`src/rtl/ram_port_arbiter_pkg.sv`:
```
// Shared constants and types for the frame-RAM port A arbiter.
package ram_pkg;

   localparam int ADDR_SIZE = 16;
   localparam int DATA_SIZE = 32;
   localparam int LEN_W     = 4;

   typedef enum logic {
      IDLE  = 1'b0,
      BURST = 1'b1
   } arb_state_t;

endpackage

```
`src/rtl/ram_port_arbiter_rr_picker.sv`:
```
// Combinational round-robin picker: the first asserted request found by
// scanning from rr_ptr upwards, wrapping modulo NREQ. It is stateless, so the
// same block can serve a second shared port later.
module rr_picker #(
   parameter int NREQ  = 3,
   parameter int PTR_W = (NREQ > 1) ? $clog2(NREQ) : 1
) (
   input  logic [NREQ-1:0]  req,
   input  logic [PTR_W-1:0] rr_ptr,
   output logic [NREQ-1:0]  winner_oh,
   output logic [PTR_W-1:0] winner_idx,
   output logic             any_req
);

   // Scan rr_ptr, rr_ptr+1, ... with an explicit wrap so non-power-of-2 NREQ works.
   always_comb begin
      int j;
      winner_oh  = '0;
      winner_idx = '0;
      any_req    = 1'b0;
      j          = 0;
      for (int k = 0; k < NREQ; k++) begin
         j = int'(rr_ptr) + k;
         if (j >= NREQ) j = j - NREQ;
         if (!any_req && req[j]) begin
            any_req       = 1'b1;
            winner_oh[j]  = 1'b1;
            winner_idx    = PTR_W'(j);
         end
      end
   end

endmodule

```
`src/rtl/ram_port_arbiter.sv`:
```
// Port A arbiter for the dual-port frame RAM: round-robin with burst lock,
// one RAM access per granted cycle, read data returned one cycle later with a
// per-requester valid strobe.
//
// state | meaning
// ------+--------------------------------------------------------------
// IDLE  | arbitrate every cycle; a winner's first beat is granted here
// BURST | owner holds the port; count is beats left, last beat at count==1
module ram_port_arbiter #(
   parameter int NREQ      = 3,
   parameter int ADDR_SIZE = ram_pkg::ADDR_SIZE,
   parameter int DATA_SIZE = ram_pkg::DATA_SIZE,
   parameter int LEN_W     = ram_pkg::LEN_W
) (
   input  logic                      clk,
   input  logic                      reset,
   input  logic [NREQ-1:0]           req,
   input  logic [NREQ*LEN_W-1:0]     len,
   input  logic [NREQ-1:0]           we,
   input  logic [NREQ*ADDR_SIZE-1:0] addr,
   input  logic [NREQ*DATA_SIZE-1:0] wdata,
   output logic [NREQ-1:0]           gnt,
   output logic [NREQ-1:0]           rvalid,
   output logic [DATA_SIZE-1:0]      rdata,
   output logic [ADDR_SIZE-1:0]      ram_addr,
   output logic                      ram_we,
   output logic [DATA_SIZE-1:0]      ram_wdata,
   input  logic [DATA_SIZE-1:0]      ram_rdata
);

   import ram_pkg::*;

   localparam int PTR_W = (NREQ > 1) ? $clog2(NREQ) : 1;

   arb_state_t       state_q, state_d;
   logic [PTR_W-1:0] owner_q, owner_d;
   logic [PTR_W-1:0] rr_ptr_q, rr_ptr_d;
   logic [LEN_W-1:0] count_q, count_d;
   logic [NREQ-1:0]  rd_pend_q, rd_pend_d;

   logic [NREQ-1:0]  win_oh;
   logic [PTR_W-1:0] win_idx;
   logic             win_any;
   logic [LEN_W-1:0] win_len;

   logic             granted;
   logic [PTR_W-1:0] sel_idx;
   logic [NREQ-1:0]  gnt_oh;

   function automatic logic [PTR_W-1:0] ptr_inc(input logic [PTR_W-1:0] p);
      return (p == PTR_W'(NREQ - 1)) ? '0 : p + PTR_W'(1);
   endfunction

   rr_picker #(
      .NREQ  (NREQ),
      .PTR_W (PTR_W)
   ) u_picker (
      .req        (req),
      .rr_ptr     (rr_ptr_q),
      .winner_oh  (win_oh),
      .winner_idx (win_idx),
      .any_req    (win_any)
   );

   // Next-state: pick a winner when idle, otherwise count down the locked burst.
   always_comb begin
      state_d  = state_q;
      owner_d  = owner_q;
      count_d  = count_q;
      rr_ptr_d = rr_ptr_q;
      granted  = 1'b0;
      sel_idx  = owner_q;
      gnt_oh   = '0;
      win_len  = len[int'(win_idx)*LEN_W +: LEN_W];
      unique case (state_q)
         IDLE: begin
            if (win_any) begin
               granted = 1'b1;
               sel_idx = win_idx;
               gnt_oh  = win_oh;
               if (win_len == '0) begin
                  rr_ptr_d = ptr_inc(win_idx);
               end else begin
                  state_d = BURST;
                  owner_d = win_idx;
                  count_d = win_len;
               end
            end
         end
         BURST: begin
            granted = 1'b1;
            sel_idx = owner_q;
            gnt_oh  = NREQ'(1) << owner_q;
            count_d = count_q - LEN_W'(1);
            if (count_q == LEN_W'(1)) begin
               state_d  = IDLE;
               rr_ptr_d = ptr_inc(owner_q);
            end
         end
         default: state_d = IDLE;
      endcase
   end

   // RAM port mux and read-return tagging; reset blocks any access in its cycle.
   always_comb begin
      gnt       = '0;
      ram_we    = 1'b0;
      ram_addr  = '0;
      ram_wdata = '0;
      rd_pend_d = '0;
      if (granted && !reset) begin
         gnt       = gnt_oh;
         ram_addr  = addr[int'(sel_idx)*ADDR_SIZE +: ADDR_SIZE];
         ram_wdata = wdata[int'(sel_idx)*DATA_SIZE +: DATA_SIZE];
         ram_we    = we[sel_idx];
         if (!we[sel_idx]) rd_pend_d = gnt_oh;
      end
   end

   // State, burst counter, round-robin pointer and pending-read registers.
   always_ff @(posedge clk) begin
      if (reset) begin
         state_q   <= IDLE;
         owner_q   <= '0;
         count_q   <= '0;
         rr_ptr_q  <= '0;
         rd_pend_q <= '0;
      end else begin
         state_q   <= state_d;
         owner_q   <= owner_d;
         count_q   <= count_d;
         rr_ptr_q  <= rr_ptr_d;
         rd_pend_q <= rd_pend_d;
      end
   end

   // RAM output is already registered, so returned data is passed straight through.
   assign rvalid = reset ? '0 : rd_pend_q;
   assign rdata  = (|rvalid) ? ram_rdata : '0;

endmodule

```
`config.mk`:
```
export PLATFORM = sky130hd
export DESIGN_NAME = ram_port_arbiter
export DESIGN_NICKNAME = d
export VERILOG_FILES = /design/src/rtl/ram_port_arbiter_pkg.sv /design/src/rtl/ram_port_arbiter_rr_picker.sv /design/src/rtl/ram_port_arbiter.sv
export SDC_FILE = /design/constraint.sdc
export NUM_CORES = 1
export LEC_CHECK = 0
export BUFFER_PORTS_ARGS = -buffer_cell sky130_fd_sc_hd__buf_2
export CELL_PAD_IN_SITES_DETAIL_PLACEMENT = 1
export CELL_PAD_IN_SITES_GLOBAL_PLACEMENT = 2
export CORE_UTILIZATION = 16
export CTS_CLUSTER_DIAMETER = 40
export DETAILED_ROUTE_END_ITERATION = 7
export PLACE_DENSITY = 0.83
export SETUP_SLACK_MARGIN = 0.5
export SYNTH_ARGS = -nofsm -noshare
export SYNTH_HDL_FRONTEND = slang
export SYNTH_SLANG_ARGS = --single-unit
export TNS_END_PERCENT = 10
```
`constraint.sdc`:
```
create_clock -name clk -period 3.15 [get_ports clk]
set_input_delay 0.63 -clock clk [delete_from_list [all_inputs] [get_ports clk]]
set_output_delay 0.63 -clock clk [all_outputs]
set_load 0.02 [all_outputs]
```
==> results of run 1 <==
-- routing by layer --
layer | track usage [%] | wire [µm]
met5 | 0 | 0
met2 | 28.1 | 7370
met1 | 14.1 | 5070
met4 | 2.56 | 142
met3 | 2.57 | 960
-- cells in the mapped netlist (6+ instances only) --
master    number
a21oi_1        9
a22oi_1       40
a22oi_2        8
and2_1        32
buf_6          7
clkbuf_1      15
dfxtp_1       12
ha_1           6
inv_1          6
mux2_2         9
mux2_4        39
nand2_1       10
nor2_1        59
nor2b_1        9
o21ai_0        7
-- stage by stage --
| stage | setup TNS (ns) | hold WS, ns |
|---|---|---|
| 2_1_floorplan | -0.197 | 0.487 |
| 3_3_place_gp | -5.98 | 0.515 |
| 3_5_place_dp | -7.12 | 0.527 |
| 4_1_cts | -16.68 | 0.532 |
| 5_1_grt | -20.30 | 0.549 |
| 6_report | -14.77 | 0.533 |
-- path summary, 6_finish.rpt --
kind              slack [ns]         from             to  cells past startpoint
hold / removal          0.53   count_q[2]     count_q[2]                      2
hold reg to reg         0.53   count_q[2]     count_q[2]                      2
setup / recovery       -0.38  rr_ptr_q[1]  ram_wdata[11]                     13
setup reg to reg        0.32  rr_ptr_q[1]    rr_ptr_q[1]                     12
-- sequential cells by signal (all words and copies together) (netlist names) --
register and cells:
owner_q 2, state_q 1, rr_ptr_q 2, count_q 4
rd_pend_q 3
-- worst register-to-register path: cells and delay by family (launching register included) --
kind            cells  cell delay (ns)
buf+inv             3             0.41
flops               1             0.36
simple gates        4             0.78
compound gates      4             0.88
fa+ha+maj           1             0.30
-- power by group through the flow --
stage                     logic (µW)  registers (µW)  clock network (µW)
after global placement          5030             279                   0
after CTS                       6190             288                 269
after floorplan                 3700             250                   0
after global routing            6890             300                 276
after detailed placement        5060             282                   0
final                           6450             290                 262
-- kinds of logic (layout without fill, tap and decap cells) --
family | count (synthesis) | count (layout) | synth area share, %
muxes | 56 | 56 | 28.0
DFF | 12 | 12 | 8.58
AOI/OAI and AO/OA | 94 | 94 | 27.1
buffers and inverters | 37 | 345 | 7.87
and+or+nand+nor | 136 | 136 | 25.4
adders and majority gates | 6 | 6 | 2.68
xor gates and xnor gates | 1 | 1 | 0.313
-- final cells by class --
| class | count | area [µm²] |
|---|---|---|
| tap | 220 | 275 |
| fill | 2041 | 11200 |
| clock buffer | 4 | 88.8 |
| sequential | 12 | 248 |
| inverter | 6 | 25.0 |
| multi-input combinational | 293 | 2820 |
| timing repair buffer | 335 | 2190 |
-- what timing repair did --
item | in CTS | in global routing
cloned | 3 | 1
endpoints found under the hold margin | 0 | 0
buffers inserted | 6 | 3
pin swaps | 16 | 18
setup endpoints to repair | 63 | 64
gates resized for setup | 101 | 34
==> run metrics, run 1 <==
Distinct cells, synth 53; Remaining Overflow, GRT 0; Flop pwr share 4.1%; I/O Buffers 282; largest net degree at the start of global routing 38; Synth Instances between 300 and 400; number of synthesized flops with an enable pin 0; Logic pwr share between 90% and 100%; number of synthesized register bits 12; fmax 0.283 GHz; worst min path class flop to flop; outcome finished with violations; commonest non-fill, non-tap cell in the layout buf_2; Slew HR a little over two fifths; Cell Area, Placed ~4800 µm²; actual slew at the worst max-slew pin around 0.86 ns; commonest non-fill, non-tap cells in the layout buf_2 (247), buf_4 (58), mux2_4 (47); crit path max fanout 7; CTS buffer count 3; clock sinks 12; Ys Warns 0; power density over cell area between 1000 and 1500 nW/µm²; post-DP HPWL around 11,000 µm; largest area contributor in the netlist mux2_4; DRC Markers 0; Tot GR Track Use between 10% and 20%; net switching power 3310 µW; skew final 0.00472 ns; CP required 2.52 ns; Final nets about 850; DP Worst Slack -0.183 ns; Initial Utilization around 17%; share of cells above drive strength 1 about four fifths; part of the power in the clock network ~3.7%; full die area roughly 18,000 µm²; worst setup path class flop to output port; Worst-Skew Late Latency between 0.2 and 0.25 ns; first-pass GRT wire length 19,700 µm; die height between 100 and 150 µm; Worst path most repeated cell buf_12; number of global-route vias before repair approximately 4,000; n_diodes 0; row count 47; Top FF cell, synth dfxtp_1; Via Count between 3,000 and 4,000; Power Internal between 3000 and 4000 µW; GPL Wtd Cong between 0.7 and 0.8; RSZ-0062 raised after global routing yes; CORE AREA 16,800 µm²; delay-heaviest family, CP simple AND/OR/NAND/NOR gates; IO Pins 283; final instance area between 5000 and 6000 µm²; max-cap viol count 0; setup ws final -0.379 ns; Min Clock Period, post-route around 3.5 ns; LEAKAGE around 0.0028 µW; antenna-violating nets left 0; DP Cell Count 853; total power roughly 7000 µW; Clock Tree Root clkbuf_16; Area Overhead vs Synth 102%; maximum vdd ir drop approximately 530 µV; Critical Path, Cell by Cell buf_12 -> ha_4 -> and3b_2 -> nor4_4 -> or2_4 -> o21ai_4 -> buf_12 -> buf_12 -> buf_16 -> mux2_4 -> a22oi_2 -> nor2_4 -> buf_6; initial antenna violation count 0; Worst path max stage delay ~0.36 ns; async set-or-reset flop fraction in the synthesized netlist 0%; Slowest cell on crit path dfxtp_4; share of the synthesized area in the top cell type a little over a fifth; cts hold-fix bufs 0; setup violators final 49; WP buf/inv 5; drt initial violations ~50; Hold Violations, Final 0; fin util between 30% and 40%; sequential area share after synthesis 8.58%; switching part of the total 47.3%; Clock Path Buffers 2; Post-Synthesis Mean Instance Area approximately 8 µm²; WL final 13,500 µm; Arr. time, crit path 2.90 ns; TritonCTS clock tree yes; CP Capture Type output port; Final period util 112%; clk slew on worst S/H paths ~0.05 ns; final cell count without fillers 870; CP Launch Type flop; routed len/inst roughly 16 µm; htree depth 1; Pre-antenna DRT Iters 4; vias per cell approximately 4.5; Slew Limit Fails 0; Synth Cell Area ~2800 µm²; post-synth net total 544; violated checks setup timing; main area contributors after synthesis mux2_4 (21%), a22oi_1 (11%), dfxtp_1 (8.6%); die width roughly 130 µm
Power figures use the tool's default switching activity.
==> inputs of run 2 (changes only) <==
--- a/config.mk
+++ b/config.mk
@@ -5,13 +5,15 @@
 export SDC_FILE = /design/constraint.sdc
 export NUM_CORES = 1
 export LEC_CHECK = 0
+export ABC_AREA = 1
 export BUFFER_PORTS_ARGS = -buffer_cell sky130_fd_sc_hd__buf_2
 export CELL_PAD_IN_SITES_DETAIL_PLACEMENT = 1
 export CELL_PAD_IN_SITES_GLOBAL_PLACEMENT = 2
-export CORE_UTILIZATION = 16
+export CORE_UTILIZATION = 12
 export CTS_CLUSTER_DIAMETER = 40
 export DETAILED_ROUTE_END_ITERATION = 7
-export PLACE_DENSITY = 0.83
+export GPL_ROUTABILITY_DRIVEN = 0
+export PLACE_DENSITY = 0.78
 export SETUP_SLACK_MARGIN = 0.5
 export SYNTH_ARGS = -nofsm -noshare
 export SYNTH_HDL_FRONTEND = slang
==> run 2 against run 1 <==
Effect of this change:
- sequential share of layout area is 0.43 points lower
- clock power is 2% higher
- utilization is 4.7 points lower
- routed wire length is 31% higher
- first-iteration DRC count is 130% higher
- critical path depth is 6 higher
- count of clock-buffer cells in the layout stayed put
- critical path type unchanged
- the run still ends with setup timing left
- sequential power is 4% lower
- power is 45% higher
- flip-flop and latch count stayed put
==> run metrics, run 2 <==
outcome finished with violations (unchanged); CP Launch Type flop (unchanged); RSZ-0062 raised after global routing yes (unchanged); Synth Instances 530 (was 342); cts hold-fix bufs 0 (unchanged); Worst path most repeated cell nand2_2 (was buf_12); Slowest cell on crit path dfxtp_2 (was dfxtp_4); worst setup path class flop to output port (unchanged); actual slew at the worst max-slew pin 0.310 ns (was 0.862 ns); die height 150 µm (was 134 µm); Largest regs count_q x4, rd_pend_q x3 (unchanged); DRC Markers 0 (unchanged); Top FF cell, synth dfxtp_1 (unchanged); Clock Path Buffers 2 (unchanged); drt initial violations 117 (was 51); max-cap viol count 0 (unchanged); Pre-antenna DRT Iters 4 (unchanged); CTS buffer count 3 (unchanged); crit path max fanout 6 (was 7); row count 53 (was 47); fmax 0.301 GHz (was 0.283 GHz); largest area contributor in the netlist nor2_1 (was mux2_4); Hold Violations, Final 0 (unchanged); antenna-violating nets left 0 (unchanged); number of synthesized register bits 12 (unchanged); vias per cell 4.17 (was 4.46); CP Capture Type output port (unchanged); sequential area share after synthesis 9.15% (was 8.58%); largest net degree at the start of global routing 33 (was 38); LEAKAGE 0.00317 µW (was 0.00285 µW); Fillers 2,687 (was 2,041); first-pass GRT wire length 24,900 µm (was 19,700 µm); post-DP HPWL 12,200 µm (was 10,600 µm); max FFs per register 4 (unchanged); routed len/inst 15.7 µm (was 15.6 µm); area of the multi-input gates 2550 µm² (was 2820 µm²); Slew HR 79.3% (was 41.7%); number of global-route vias before repair 4,842 (was 4,014); number of synthesized flops with an enable pin 0 (unchanged); Ys Warns 0 (unchanged); full die area 22,500 µm² (was 18,000 µm²); Final nets 1,061 (was 853); share of the synthesized area in the top cell type 21.6% (was 20.9%); Cell Area, Placed 4700 µm² (was 4810 µm²); async set-or-reset flop fraction in the synthesized netlist 0% (unchanged); I/O Buffers 282 (unchanged); FF+latch area 243 µm² (was 248 µm²); delay-heaviest family, CP buffers and inverters (was simple AND/OR/NAND/NOR gates); Final period util 106% (was 112%); Post-Synthesis Mean Instance Area 4.95 µm² (was 8.18 µm²); Area Overhead vs Synth 134% (was 102%); violated checks setup timing (unchanged); IO Pins 283 (unchanged); TritonCTS clock tree yes (unchanged); maximum vdd ir drop 845 µV (was 530 µV); power density over cell area 1650 nW/µm² (was 1240 nW/µm²); CP required 2.52 ns (about the same); initial antenna violation count 0 (unchanged); Clock Tree Root clkbuf_16 (unchanged); WL final 17,700 µm (was 13,500 µm); total power 10,100 µW (was 7000 µW); share of cells above drive strength 1 59.9% (was 78.2%); Worst path max stage delay 0.35 ns (was 0.36 ns); CORE AREA 21,200 µm² (was 16,800 µm²); Initial Utilization 12.4% (was 16.6%); clock sinks 12 (unchanged); setup violators final 50 (was 49); Worst-Skew Late Latency 0.25 ns (was 0.24 ns); skew final 0.00126 ns (was 0.00472 ns); Min Clock Period, post-route 3.33 ns (was 3.53 ns); most frequent cells after synthesis nor2_1 (151), nand2_1 (91), a21oi_1 (61) (was nor2_1 (59), a22oi_1 (40), mux2_4 (39)); main area contributors after synthesis nor2_1 (22%), nand2_1 (13%), a21oi_1 (12%) (was mux2_4 (21%), a22oi_1 (11%), dfxtp_1 (8.6%)); Biggest register count_q (unchanged); htree depth 1 (unchanged); Distinct cells, synth 32 (was 53); post-synth net total 732 (was 544); die width 150 µm (was 134 µm); WP buf/inv 8 (was 5); Tot GR Track Use 14.2% (was 13.7%); Via Count 4,720 (was 3,877); worst min path class flop to flop (unchanged); final instance area 6140 µm² (was 5650 µm²); Synth Cell Area 2630 µm² (was 2800 µm²); commonest non-fill, non-tap cell in the layout buf_2 (unchanged); clk slew on worst S/H paths 0.05 ns (about the same); n_diodes 0 (unchanged); setup ws final -0.175 ns (was -0.379 ns); Arr. time, crit path 2.70 ns (was 2.90 ns); Slew Limit Fails 0 (unchanged); Remaining Overflow, GRT 0 (unchanged); commonest non-fill, non-tap cells in the layout buf_2 (231), nor2_1 (133), buf_4 (65) (was buf_2 (247), buf_4 (58), mux2_4 (47)); top-count cell post-synth nor2_1 (unchanged); Critical Path, Cell by Cell inv_2 -> ha_4 -> inv_6 -> nand2_2 -> nand3_2 -> nand2_4 -> buf_6 -> nand4_4 -> nand2_2 -> inv_2 -> nand2_4 -> o21ai_4 -> nor2_4 -> buf_12 -> buf_12 -> clkbuf_16 -> nand2_2 -> a21oi_2 -> buf_4 (was buf_12 -> ha_4 -> and3b_2 -> nor4_4 -> or2_4 -> o21ai_4 -> buf_12 -> buf_12 -> buf_16 -> mux2_4 -> a22oi_2 -> nor2_4 -> buf_6)
==> run 2: timing repair <==
action | in CTS | in global routing
resized for setup | 114 | 112
buffers inserted | 28 | 9
cloned | 7 | 6
pin swaps | 20 | 39
endpoints found under the setup margin | 52 | 60
==> run 2: path summary, 6_finish.rpt <==
path                            slack [ns]         from       endpoint  depth (start not counted)
worst max register to register       -0.15  rr_ptr_q[0]    rr_ptr_q[0]                         23
worst max-delay path                 -0.18  rr_ptr_q[0]  ram_wdata[25]                         19
worst min-delay path                  0.48   count_q[1]     count_q[1]                          2
worst min register to register        0.48   count_q[1]     count_q[1]                          2
==> run 2: area by class of cell <==
class,instances,share of cell area (%)
Timing Repair Buffer,354,42.8
Multi-Input combinational cell,421,41.5
Tap cell,275,5.61
Inverter,67,4.67
Sequential cell,12,3.95
Clock buffer,4,1.45
==> run 2: logic make-up after synthesis <==
group | after synthesis | share of synthesized area (%)
XOR/XNOR | 1 | 0.334
AO/OA/AOI/OAI | 124 | 24.8
adder cells (fa/ha/maj) | 6 | 2.86
flip-flops | 12 | 9.15
buffers and inverters | 97 | 16.6
AND/OR/NAND/NOR | 290 | 46.2
==> run 2: worst reg2reg max path: cells and delay by family, from the launching register on <==
| family | cells | cell delay [ns] |
|---|---|---|
| buf+inv | 13 | 1.47 |
| compound gates | 3 | 0.51 |
| fa+ha+maj | 1 | 0.33 |
| flops | 1 | 0.35 |
| simple gates | 6 | 0.55 |
==> run 2: metal layers <==
metal / vias to the layer above / GRT usage (%) / wire length, µm
met2: 194 / 28.1 / 9510
met1: 2173 / 15.7 / 6880
li1: 2339 / - / -
met4: 0 / 1.72 / 153
met3: 14 / 2.65 / 1210
met5: - / 0 / 0
==> run 2: power by group <==
group	switching [µW]	internal [µW]	leakage (µW)
Combinational	5150	4450	0.00302
Sequential	63.8	214	0.0000998
Clock	75.2	192	0.0000442
Total	5290	4850	0.00317
==> run 2: per-stage QoR <==
step / setup TNS [ns] / hold slack (ns) / util [%] / cells / worst slack (ns)
2_1_floorplan: 0 / 0.457 / - / 530 / 0.325
3_3_place_gp: 0 / 0.468 / 22.2 / 1079 / 0.0684
3_5_place_dp: 0 / 0.482 / 22.2 / 1079 / 0.0153
4_1_cts: -2.40 / 0.489 / 26.1 / 1118 / -0.106
5_1_grt: -13.26 / 0.538 / 28.9 / 1133 / -0.317
6_report: -5.99 / 0.484 / 28.9 / 1133 / -0.175
